--- config.mk ---
export PLATFORM = sky130hd
export DESIGN_NAME = slot_allocator
export DESIGN_NICKNAME = d
export VERILOG_FILES = /design/src/rtl/slot_allocator.sv
export SDC_FILE = /design/constraint.sdc
export NUM_CORES = 1
export LEC_CHECK = 0
export BUFFER_PORTS_ARGS = -buffer_cell sky130_fd_sc_hd__buf_4
export CAP_MARGIN = 20
export CORE_MARGIN = 2
export CORE_UTILIZATION = 58
export CTS_BUF_LIST = sky130_fd_sc_hd__clkbuf_2 sky130_fd_sc_hd__clkbuf_4 sky130_fd_sc_hd__clkbuf_8
export CTS_CLUSTER_DIAMETER = 200
export CTS_CLUSTER_SIZE = 12
export DETAILED_ROUTE_END_ITERATION = 8
export PLACE_DENSITY = 0.86
export RECOVER_POWER = 100
export SETUP_SLACK_MARGIN = 0.15
export SLEW_MARGIN = 20
export SYNTH_ARGS = -nofsm -noshare
export SYNTH_HDL_FRONTEND = slang
export SYNTH_SLANG_ARGS = --single-unit
export TNS_END_PERCENT = 5
--- constraint.sdc ---
create_clock -name clk_i -period 7.1 [get_ports clk_i]
set_input_delay 0.355 -clock clk_i [delete_from_list [all_inputs] [get_ports clk_i]]
set_output_delay 0.355 -clock clk_i [all_outputs]
set_load 0.02 [all_outputs]
--- src/rtl/slot_allocator.sv ---
// Purpose : tracks a pool of NUM_SLOT tags as a registered busy bitmap; grants the lowest free slot.
// Latency : grant index is visible in the request cycle; busy/count reflect alloc/free/flush one cycle later.
// Backpres: alloc_ready_o drops while the pool is full; a free only reopens the pool the following cycle.
//
// Ports:
//   clk_i, arst_ni            clock, async active-low reset
//   alloc_valid_i/ready_o     allocate handshake, alloc_idx_o = granted slot
//   free_valid_i, free_idx_i  release one slot
//   flush_i                   release all slots (beats alloc and free)
//   busy_o, count_o           busy bitmap and its population count
//   full_o, empty_o           decoded from count
//   err_o                     sticky double-free / starvation flag (only with SLOT_ALLOC_ERR_EN)
//
// Optional feature macro: SLOT_ALLOC_ERR_EN
module slot_allocator #(
  parameter int NUM_SLOT = 16,
  localparam int IDX_W = $clog2(NUM_SLOT),
  localparam int CNT_W = $clog2(NUM_SLOT + 1)
) (
  input  logic                clk_i,
  input  logic                arst_ni,
  input  logic                alloc_valid_i,
  output logic                alloc_ready_o,
  output logic [IDX_W-1:0]    alloc_idx_o,
  input  logic                free_valid_i,
  input  logic [IDX_W-1:0]    free_idx_i,
  input  logic                flush_i,
  output logic [NUM_SLOT-1:0] busy_o,
  output logic [CNT_W-1:0]    count_o,
  output logic                full_o,
  output logic                empty_o
`ifdef SLOT_ALLOC_ERR_EN
  ,
  output logic                err_o
`endif
);

  logic [NUM_SLOT-1:0] busy_q, busy_d;
  logic [CNT_W-1:0]    count_q, count_d;
  logic [IDX_W-1:0]    free_slot;
  logic                full;
  logic                alloc_fire;
  logic                free_eff;

  // Lowest-index free slot. Scanning from the top down lets the lowest
  // match overwrite the others; a full pool leaves the default of 0.
  always_comb begin
    free_slot = '0;
    for (int i = NUM_SLOT - 1; i >= 0; i--) begin
      if (!busy_q[i]) free_slot = IDX_W'(i);
    end
  end

  assign full       = (count_q == CNT_W'(NUM_SLOT));
  assign alloc_fire = alloc_valid_i & ~full;
  // A free only counts when the slot is currently busy. The slot being
  // granted this cycle is never busy, so alloc wins that collision.
  assign free_eff   = free_valid_i & busy_q[free_idx_i];

  always_comb begin
    busy_d  = busy_q;
    count_d = count_q;
    if (flush_i) begin
      busy_d  = '0;
      count_d = '0;
    end else begin
      if (free_eff)   busy_d[free_idx_i] = 1'b0;
      if (alloc_fire) busy_d[free_slot]  = 1'b1;
      if (alloc_fire && !free_eff)      count_d = count_q + CNT_W'(1);
      else if (!alloc_fire && free_eff) count_d = count_q - CNT_W'(1);
    end
  end

  always_ff @(posedge clk_i or negedge arst_ni) begin
    if (!arst_ni) begin
      busy_q  <= '0;
      count_q <= '0;
    end else begin
      busy_q  <= busy_d;
      count_q <= count_d;
    end
  end

  // Outputs depend only on registered state; readiness ignores the
  // same-cycle free so a freed slot is never re-granted in its free cycle.
  assign alloc_ready_o = ~full;
  assign alloc_idx_o   = free_slot;
  assign busy_o        = busy_q;
  assign count_o       = count_q;
  assign full_o        = full;
  assign empty_o       = (count_q == '0);

`ifdef SLOT_ALLOC_ERR_EN
  // full_cnt_q counts consecutive full cycles, saturating at NUM_SLOT.
  // A request seen once NUM_SLOT full cycles have already elapsed means
  // the pool has been stuck for more than NUM_SLOT cycles.
  logic [NUM_SLOT-1:0] full_cnt_q;
  logic                err_q;
  logic                dbl_free;
  logic                starve;

  assign dbl_free = free_valid_i & ~busy_q[free_idx_i] & ~flush_i;
  assign starve   = alloc_valid_i & full & (full_cnt_q >= NUM_SLOT'(NUM_SLOT));

  always_ff @(posedge clk_i or negedge arst_ni) begin
    if (!arst_ni) begin
      full_cnt_q <= '0;
      err_q      <= 1'b0;
    end else begin
      if (flush_i || !full)                         full_cnt_q <= '0;
      else if (full_cnt_q < NUM_SLOT'(NUM_SLOT))    full_cnt_q <= full_cnt_q + NUM_SLOT'(1);

      if (flush_i)                 err_q <= 1'b0;
      else if (dbl_free || starve) err_q <= 1'b1;
    end
  end

  assign err_o = err_q;
`endif

endmodule
==> run summary, run 1 <==
Traced cell by cell, the critical path runs through mux4_2, a22o_1, a31oi_1, nand3_1, ha_1, nand2b_1, o2bb2ai_1, nor3_1, o2bb2ai_1, xnor2_1, nor2_1. The number of fill cells is 238. The unique cell type count in the Yosys netlist is 39. The ratio of routed vias to standard cells came out at 6.587. Setup repair after global routing left no endpoint under its margin.

The leakage dissipation came out at 0.6548 nW. The post-synthesis sequential element count is 21. The most used flip-flop cell after synthesis is sky130_fd_sc_hd__dfrtp_1. In this run the worst hold path is classified as in -> reg.

The critical path starts at busy_o[9]. The number of CTS-inserted buffers is 3. The cell depth of the worst flop-to-flop path is 11.

The run finished with clean final reports. STA puts the critical path data arrival time at 3.35 ns. The antenna violation net count after detailed routing came out at 0.

The startpoint of the most critical register-to-register path is busy_o[9]. The number of primary I/O pins came out at 37. The number of nets in the layout is 214. Across all setup checks in the final design, the least slack found is 3.941 ns. The pin count of the biggest net entering global routing came out at 22.

The post-synthesis sequential area ratio came out at 0.3584. The share of the core filled with cells in the final layout came out at 0.6811. The total of warnings raised by yosys is 0.

The number of gates resized after CTS was 0. The number of placement rows is 18. The area taken by flip-flops and latches came out at 525.5 um2. The die height is 54.28 um. In this design, the stage delay of the slowest critical-path cell is 0.49 ns. In this run the tightest slew margin relative to its limit is 0.2111. Detailed routing inserted a total of 1515 vias. The peak ir drop on the vdd network came out at 141.0 uV.

The biggest area contributor in the post-synthesis netlist is sky130_fd_sc_hd__dfrtp_1. The area of the core came out at 2432 um2. The worst clock skew on the final layout is 0.01695 ns. The multi-input logic area came out at 853.3 um2. Summing every instance area after synthesis gives 1466 um2.

The slew at the pin closest to its max-slew limit came out at 1.171 ns. The DRC violation total after the first TritonRoute iteration came out at 120. The synthesis-to-finish area growth is 12.97%.

CTS built an H-tree with a depth of 1. Of all flip-flops after synthesis, the portion carrying an async set or reset was 1.000. The proportion of layout cells with a drive suffix above 1 is 0.08000. In this run the most critical hold path is launched from flush_i. The number of global-route vias before repair came out at 1413. Global routing finished with a remaining overflow of 0. The die outline area came out at 2946 um2. The worst hold path was traced through 2 stages. The area share of the leading cell type in the synthesized netlist came out at 0.3584. For this run, design rule violations remaining after detail routing come to 0. By instance count, the cell type seen most on the critical path is sky130_fd_sc_hd__o2bb2ai_1. The HPWL reported at the end of detailed placement is 3134 um.

Data on the critical path is required at its endpoint by 7.29 ns. The clock period minus worst slack is 3.159 ns. The worst setup path is captured at a flip-flop. Setup total negative slack on the finished layout was measured at 0 ns. Counting every net in the synthesized netlist gives 178.

The starting density of the core came out at 0.6029. The gate count of the mapped netlist is 165. The highest achievable clock rate is 316.6 MHz. The final max-slew violation count came out at 0. The final cycle utilization of the critical path is 0.4449. Timing analysis after detailed placement gives a worst setup slack of 4.096 ns. The global-route wire length before repair is 6451 um. The total inserted antenna cells came out at 0. STA classifies the critical path startpoint as a flip-flop.

On the critical path, the stage with the largest delay is an instance of sky130_fd_sc_hd__mux4_2. For this block, the routed nets add up to 4094 um of wire. TritonCTS built the clock tree. The number of sinks handled by clock tree synthesis is 21. The number of synthesized flops with an enable pin came out at 0. The number of max-capacitance violations reported came out at 0. The weighted congestion at the end of routability-driven global placement is 0.9165. The average cell area after synthesis came out at 8.887 um2.

The clock reaches the later pin of the worst-skew pair after 0.31 ns. Along the worst path, the maximum fanout reaches 6. Setup violations remaining at the end of the flow were counted as 0. The clock tree buffer depth came out at 2. The number of antenna violations at the first check in global routing is 0. The floorplan step set the die width to 54.28 um. Sorting the synthesized cells by area gives the leading types as sky130_fd_sc_hd__dfrtp_1 36%, sky130_fd_sc_hd__o21ai_0 5.1%, sky130_fd_sc_hd__o211ai_1 4.6%. The overall track demand over capacity in global routing came out at 0.3097. The root buffer cell chosen for the clock tree is sky130_fd_sc_hd__clkbuf_4.

The final count of hold timing violations is 0. The register clock-pin slew on the reported worst setup and hold paths is 0.13 ns. The count of buffers added on input and output ports is 36. The post-detailed-route wirelength per cell came out at 17.80 um.

Dividing total power by cell area gives a power density of 210.6 nW/um2. The number of iterations in the first detailed-routing pass is 4. The critical path start-end classification is reg -> reg.
==> where the power goes <==
part | total (mW) | leakage [nW] | switching, mW | internal, mW
registers | 0.145 | 0.288 | 0.0140 | 0.131
logic | 0.147 | 0.349 | 0.0916 | 0.0554
clock network | 0.0571 | 0.0177 | 0.0360 | 0.0210
==> flip-flops by register name (all words and copies together), names as in the netlist <==
signal,count
busy_o,16
count_o,5
==> final cells by class <==
cell class / instances / share of cell area
multi-input combinational: 127 / 0.5151
sequential: 21 / 0.3172
timing repair buffer: 37 / 0.1035
inverter: 11 / 0.02492
tap: 30 / 0.02266
clock buffer: 3 / 0.01360
clock inverter: 1 / 0.003021
==> what timing repair did <==
action,in CTS,in global routing
buffers inserted,0,0
hold endpoints to repair,21,0
hold buffers,1,0
==> critical path, delay by kind of cell, from the launching register on <==
family,cells,cell delay (ns)
and+or+nand+nor,4,0.56
DFF,1,0.47
adders and majority gates,1,0.39
xor gates and xnor gates,1,0.14
AOI/OAI and AO/OA,4,1.00
muxes,1,0.49
==> Yosys cell counts, drive strengths merged, types with 2 or more instances <==
cell type	count
mux2i	5
inv	11
nor2	13
mux4	2
nand3	10
nor2b	2
nand4	3
dfrtp	21
nor3	2
xnor2	4
clkbuf	6
a21oi	3
o2bb2ai	3
o21ai	16
o311ai	3
or4	2
o31ai	5
nand2b	4
nor3b	2
or3	2
ha	3
o211ai	9
or2	2
a31oi	4
nand2	16
==> path summary, 6_finish.rpt <==
check                              to  slack (ns)
min reg2reg                count_o[4]        0.61
min                        count_o[0]        0.29
max in group asynchronous  count_o[4]        5.63
min in group asynchronous   busy_o[7]        0.77
max reg2reg                count_o[4]        3.94
max                        count_o[4]        3.94
==> cells by family after synthesis <==
kind of cell / Yosys count / synth area share
compound gates: 50 / 0.2449
simple gates: 61 / 0.2065
xor+xnor: 5 / 0.04266
buf+inv: 17 / 0.04351
mux: 7 / 0.06485
fa+ha+maj: 4 / 0.03925
flops: 21 / 0.3584
==> metal layers <==
layer | global-route usage | part of all wire | vias to the layer above | wire [um]
li1 | - | - | 683 | -
met1 | 0.3724 | 0.37 | 706 | 1510
met2 | 0.5723 | 0.51 | 107 | 2077
met3 | 0.04645 | 0.10 | 19 | 421
met4 | 0.07917 | 0.021 | 0 | 85
met5 | 0 | 0 | - | 0
==> placed cells by master (no fill, tap or decap), types with 2 or more instances in the layout <==
cell type	count
sky130_fd_sc_hd__a21oi_1	3
sky130_fd_sc_hd__a31oi_1	4
sky130_fd_sc_hd__buf_4	7
sky130_fd_sc_hd__clkbuf_1	29
sky130_fd_sc_hd__clkbuf_4	3
sky130_fd_sc_hd__dfrtp_1	21
sky130_fd_sc_hd__ha_1	3
sky130_fd_sc_hd__inv_1	11
sky130_fd_sc_hd__mux2i_1	5
sky130_fd_sc_hd__mux4_2	2
sky130_fd_sc_hd__nand2_1	16
sky130_fd_sc_hd__nand2b_1	4
sky130_fd_sc_hd__nand3_1	10
sky130_fd_sc_hd__nand4_1	3
sky130_fd_sc_hd__nor2_1	13
sky130_fd_sc_hd__nor2b_1	2
sky130_fd_sc_hd__nor3_1	2
sky130_fd_sc_hd__nor3b_1	2
sky130_fd_sc_hd__o211ai_1	9
sky130_fd_sc_hd__o21ai_0	16
sky130_fd_sc_hd__o2bb2ai_1	3
sky130_fd_sc_hd__o311ai_0	3
sky130_fd_sc_hd__o31ai_1	5
sky130_fd_sc_hd__or2_2	2
sky130_fd_sc_hd__or3_1	2
sky130_fd_sc_hd__or4_1	2
sky130_fd_sc_hd__xnor2_1	4
==> through the flow <==
step	cells	instance area (um2)	hold slack (ns)	power, mW
4_1_cts	230	1789	0.2753	0.3721
3_5_place_dp	225	1752	0.2540	0.3151
3_3_place_gp	225	1752	0.2461	0.3078
5_1_grt	230	1657	0.2975	0.3720
6_report	230	1657	0.2894	0.3488
2_1_floorplan	165	1466	0.05941	0.2564
No activity file was read; power rests on OpenSTA's default activity.
==> inputs of run 2 (changes only) <==
--- a/config.mk
+++ b/config.mk
@@ -8,12 +8,12 @@
 export BUFFER_PORTS_ARGS = -buffer_cell sky130_fd_sc_hd__buf_4
 export CAP_MARGIN = 20
 export CORE_MARGIN = 2
-export CORE_UTILIZATION = 58
+export CORE_UTILIZATION = 49
 export CTS_BUF_LIST = sky130_fd_sc_hd__clkbuf_2 sky130_fd_sc_hd__clkbuf_4 sky130_fd_sc_hd__clkbuf_8
 export CTS_CLUSTER_DIAMETER = 200
 export CTS_CLUSTER_SIZE = 12
 export DETAILED_ROUTE_END_ITERATION = 8
-export PLACE_DENSITY = 0.86
+export PLACE_DENSITY = 0.77
 export RECOVER_POWER = 100
 export SETUP_SLACK_MARGIN = 0.15
 export SLEW_MARGIN = 20
==> constraint.sdc (replaced) <==
create_clock -name clk_i -period 2.65 [get_ports clk_i]
set_input_delay 0.1325 -clock clk_i [delete_from_list [all_inputs] [get_ports clk_i]]
set_output_delay 0.1325 -clock clk_i [all_outputs]
set_load 0.02 [all_outputs]
==> run 2 against run 1 <==
The run now ends with DRC left. Worst setup slack got worse by 3.9 ns. Register-to-register slack got worse by 3.9 ns. Critical path type unchanged. Die area increased by 17%. Sequential power increased to 2.6 times the previous value. First-iteration DRC count decreased by 21%. Clock skew decreased by 0.011 ns. Global-route usage decreased by 1.5 points. Sequential cell count unchanged. Hold slack got worse by 0.25 ns. Wire length increased by 18%. Utilization increased by 2.6 points.
==> run summary, run 2 (synthesized netlist as in run 1, its figures left out) <==
The highest achievable clock rate came out at 384.7 MHz. In this run the number of H-tree levels came out at 1. The number of buffer cells added on primary ports came out at 36. The pre-antenna-repair detailed-routing pass consisted of 6 iterations. The number of global-route vias before repair came to 1529.

Setup repair after global routing could not meet its margin everywhere. The overflow left after global routing is 0. The die height came out at 58.71 um. The detailed router finished its first iteration with 95 violations.

The number of CTS-inserted buffers is 3. The number of nets in the layout came out at 238. STA classifies the critical path startpoint as a flip-flop.

The clock drives 21 sinks. The clock tree buffer depth came out at 2. The startpoint identified for the worst register-to-register timing path is busy_o[1].

The endpoint identified for the worst register-to-register timing path is count_o[4]. The floorplan step defined a die boundary enclosing 3446 um2. The largest stage delay on the critical path is 0.51 ns. From synthesis to final layout, the design area changed by 35.24%. The leakage dissipation is 0.8124 nW. The tightest slew margin relative to the limit is 0.1926. The start point of the worst min-delay path is flush_i. The final count of hold timing violations came out at 0.

The clock latency on the worst-skew pair is 0.32 ns. The register clock-pin slew on the reported worst setup and hold paths is 0.13 ns. The share of the core filled with cells in the final layout is 0.7070. The worst endpoint required time came out at 2.87 ns. The number of max-capacitance violations reported came out at 0. OpenSTA, run right after detailed placement, puts the worst setup slack at 0.05594 ns. The initial utilization of the core area, before any placement, comes to 0.5227. The global-route wire length before repair came out at 7438 um. The number of placement rows came out at 19. The worst clock skew on the final layout is 0.006041 ns. For hold timing, the worst endpoint is count_o[1]. The power per standard cell area is 591.0 nW/um2. The number of antenna violations at the first check in global routing came out at 0. By startpoint and endpoint, the worst setup path is classified as reg -> reg. The flow ran to the end, but the final reports show violations. The slowest cell on the critical path is sky130_fd_sc_hd__mux4_2.

Setup violations remaining at the end of the flow were counted as 0. The area of the core is 2805 um2. Of the cells placed in the final design, the portion with a size suffix greater than 1 is 0.3036. Walking the worst path, the cells encountered are mux4_2, a22o_4, a31oi_4, nand3_4, inv_2, fa_2, nand2b_4, o2bb2ai_4, nand2_2, o2bb2ai_2, xnor2_1, nor2_1. Detailed routing inserted a total of 1605 vias. The congestion estimate from routability-driven global placement came to 0.9694. The pin count of the biggest net entering global routing came out at 22.

The flip-flop count of the largest register, all copies and words added is 16. The minimum setup slack among reg-to-reg paths came out at 0.05 ns. The die extent in x came out at 58.71 um.

The final max-slew violation count is 0. The detail route stage leaves a number of antenna-violating nets equal to 0. The data arrival time of the critical path is 2.82 ns.

For the final routed database, the setup TNS stands at 0 ns. The cell depth of the worst flop-to-flop path came out at 12. The slew at the pin closest to its max-slew limit is 1.211 ns. The endpoint class of the critical path is a flip-flop. The final wirelength came out at 4816 um.

Across every metal layer, demand over resource in global routing totals 0.2950. Dividing the detail-routed wire length by the instance count gives 18.89 um. The final cycle utilization of the critical path came out at 0.9808. The design draws 1.172 mW.

The critical-path maximum fanout came out at 4. Dividing the detail-routed via count by the number of cells gives 6.294. In this run the worst hold path is classified as in -> reg. The checks that failed: DRC.

The clock period minus worst slack came out at 2.599 ns. Detailed placement ended at an HPWL of 3415 um. In the routed design, unresolved DRC markers number 2.

In the layout the commonest cells are 36 x sky130_fd_sc_hd__buf_4, 24 x sky130_fd_sc_hd__clkbuf_1, 15 x sky130_fd_sc_hd__nand2_1, 15 x sky130_fd_sc_hd__o21ai_0, 14 x sky130_fd_sc_hd__dfrtp_1. The library cell used most frequently in the layout, excluding fill and tap cells, is sky130_fd_sc_hd__buf_4. The number of primary I/O pins is 37. The least setup slack across all paths after layout is 0.05088 ns. The number of antenna diodes in the final layout is 0. CTS placed an instance of sky130_fd_sc_hd__clkbuf_4 at the clock tree root. The peak ir drop on the vdd network is 284.7 uV. TritonCTS built the clock tree. The number of cells traversed by the worst hold path is 2.
-- run 2: changes by cell type in the layout (fill, tap and decap cells not counted), moves of 2 or more --
cell                        delta
sky130_fd_sc_hd__o2bb2ai_1     -2
sky130_fd_sc_hd__dfrtp_1       -7
sky130_fd_sc_hd__ha_1          -2
sky130_fd_sc_hd__clkbuf_1      -5
sky130_fd_sc_hd__dfrtp_2       +7
sky130_fd_sc_hd__buf_4        +29
-- run 2: repair_timing --
action | in CTS | in global routing
pin swaps | 11 | 9
resized for setup | 8 | 4
endpoints found under the hold margin | 21 | 0
setup buffers | 4 | 4
hold buffers | 1 | 0
setup endpoints to repair | 2 | 2
-- run 2: final cells by class --
type                       count  area, um2
multi-input combinational    127      970.9
fill                         241      822.0
sequential                    21      534.3
timing repair buffer          61      370.4
inverter                      11      41.29
tap                           31      38.79
clock buffer                   3      22.52
clock inverter                 1      5.005
-- run 2: through the flow --
step,instances,hold WS (ns),instance area (um2)
floorplan,165,-0.1631,1496
global placement,242,0.02602,1903
detailed placement,242,0.03684,1903
CTS,251,0.03551,2026
global route,255,0.04934,1983
finish,255,0.04000,1983
-- run 2: worst max-delay path by stage --
| stage | start | to | slack, ns | depth (start not counted) |
|---|---|---|---|---|
| final | busy_o[1] | count_o[4] | 0.05 | 12 |
| after global placement | count_o[0] | count_o[4] | 0.1 | 11 |
| after detailed placement | count_o[0] | count_o[4] | 0.06 | 11 |
| after floorplan | count_o[0] | count_o[4] | 0.009 | 11 |
| after CTS | count_o[1] | count_o[4] | 0.08 | 11 |
| after global routing | busy_o[1] | count_o[4] | -0.05 | 12 |
-- run 2: where the power goes --
| group | total [mW] | switching [mW] | internal [mW] |
|---|---|---|---|
| registers | 0.381 | 0.0295 | 0.351 |
| clock network | 0.169 | 0.112 | 0.0567 |
| logic | 0.623 | 0.339 | 0.284 |
| total | 1.17 | 0.480 | 0.692 |
-- run 2: worst max-delay path, delay by kind of cell (launching register included) --
family / cells / cell delay (ns)
AOI/OAI and AO/OA: 4 / 0.75
muxes: 1 / 0.51
and+or+nand+nor: 4 / 0.40
xor gates and xnor gates: 1 / 0.14
buffers and inverters: 1 / 0.08
DFF: 1 / 0.42
adders and majority gates: 1 / 0.20
-- run 2: metal layers --
metal  vias to the layer above  wire length, um  track usage
li1                        732                -            -
met1                       738             1752       0.3577
met2                       113             2403       0.5040
met3                        22              461      0.04835
met4                         0              198       0.1526
met5                         -                0            0
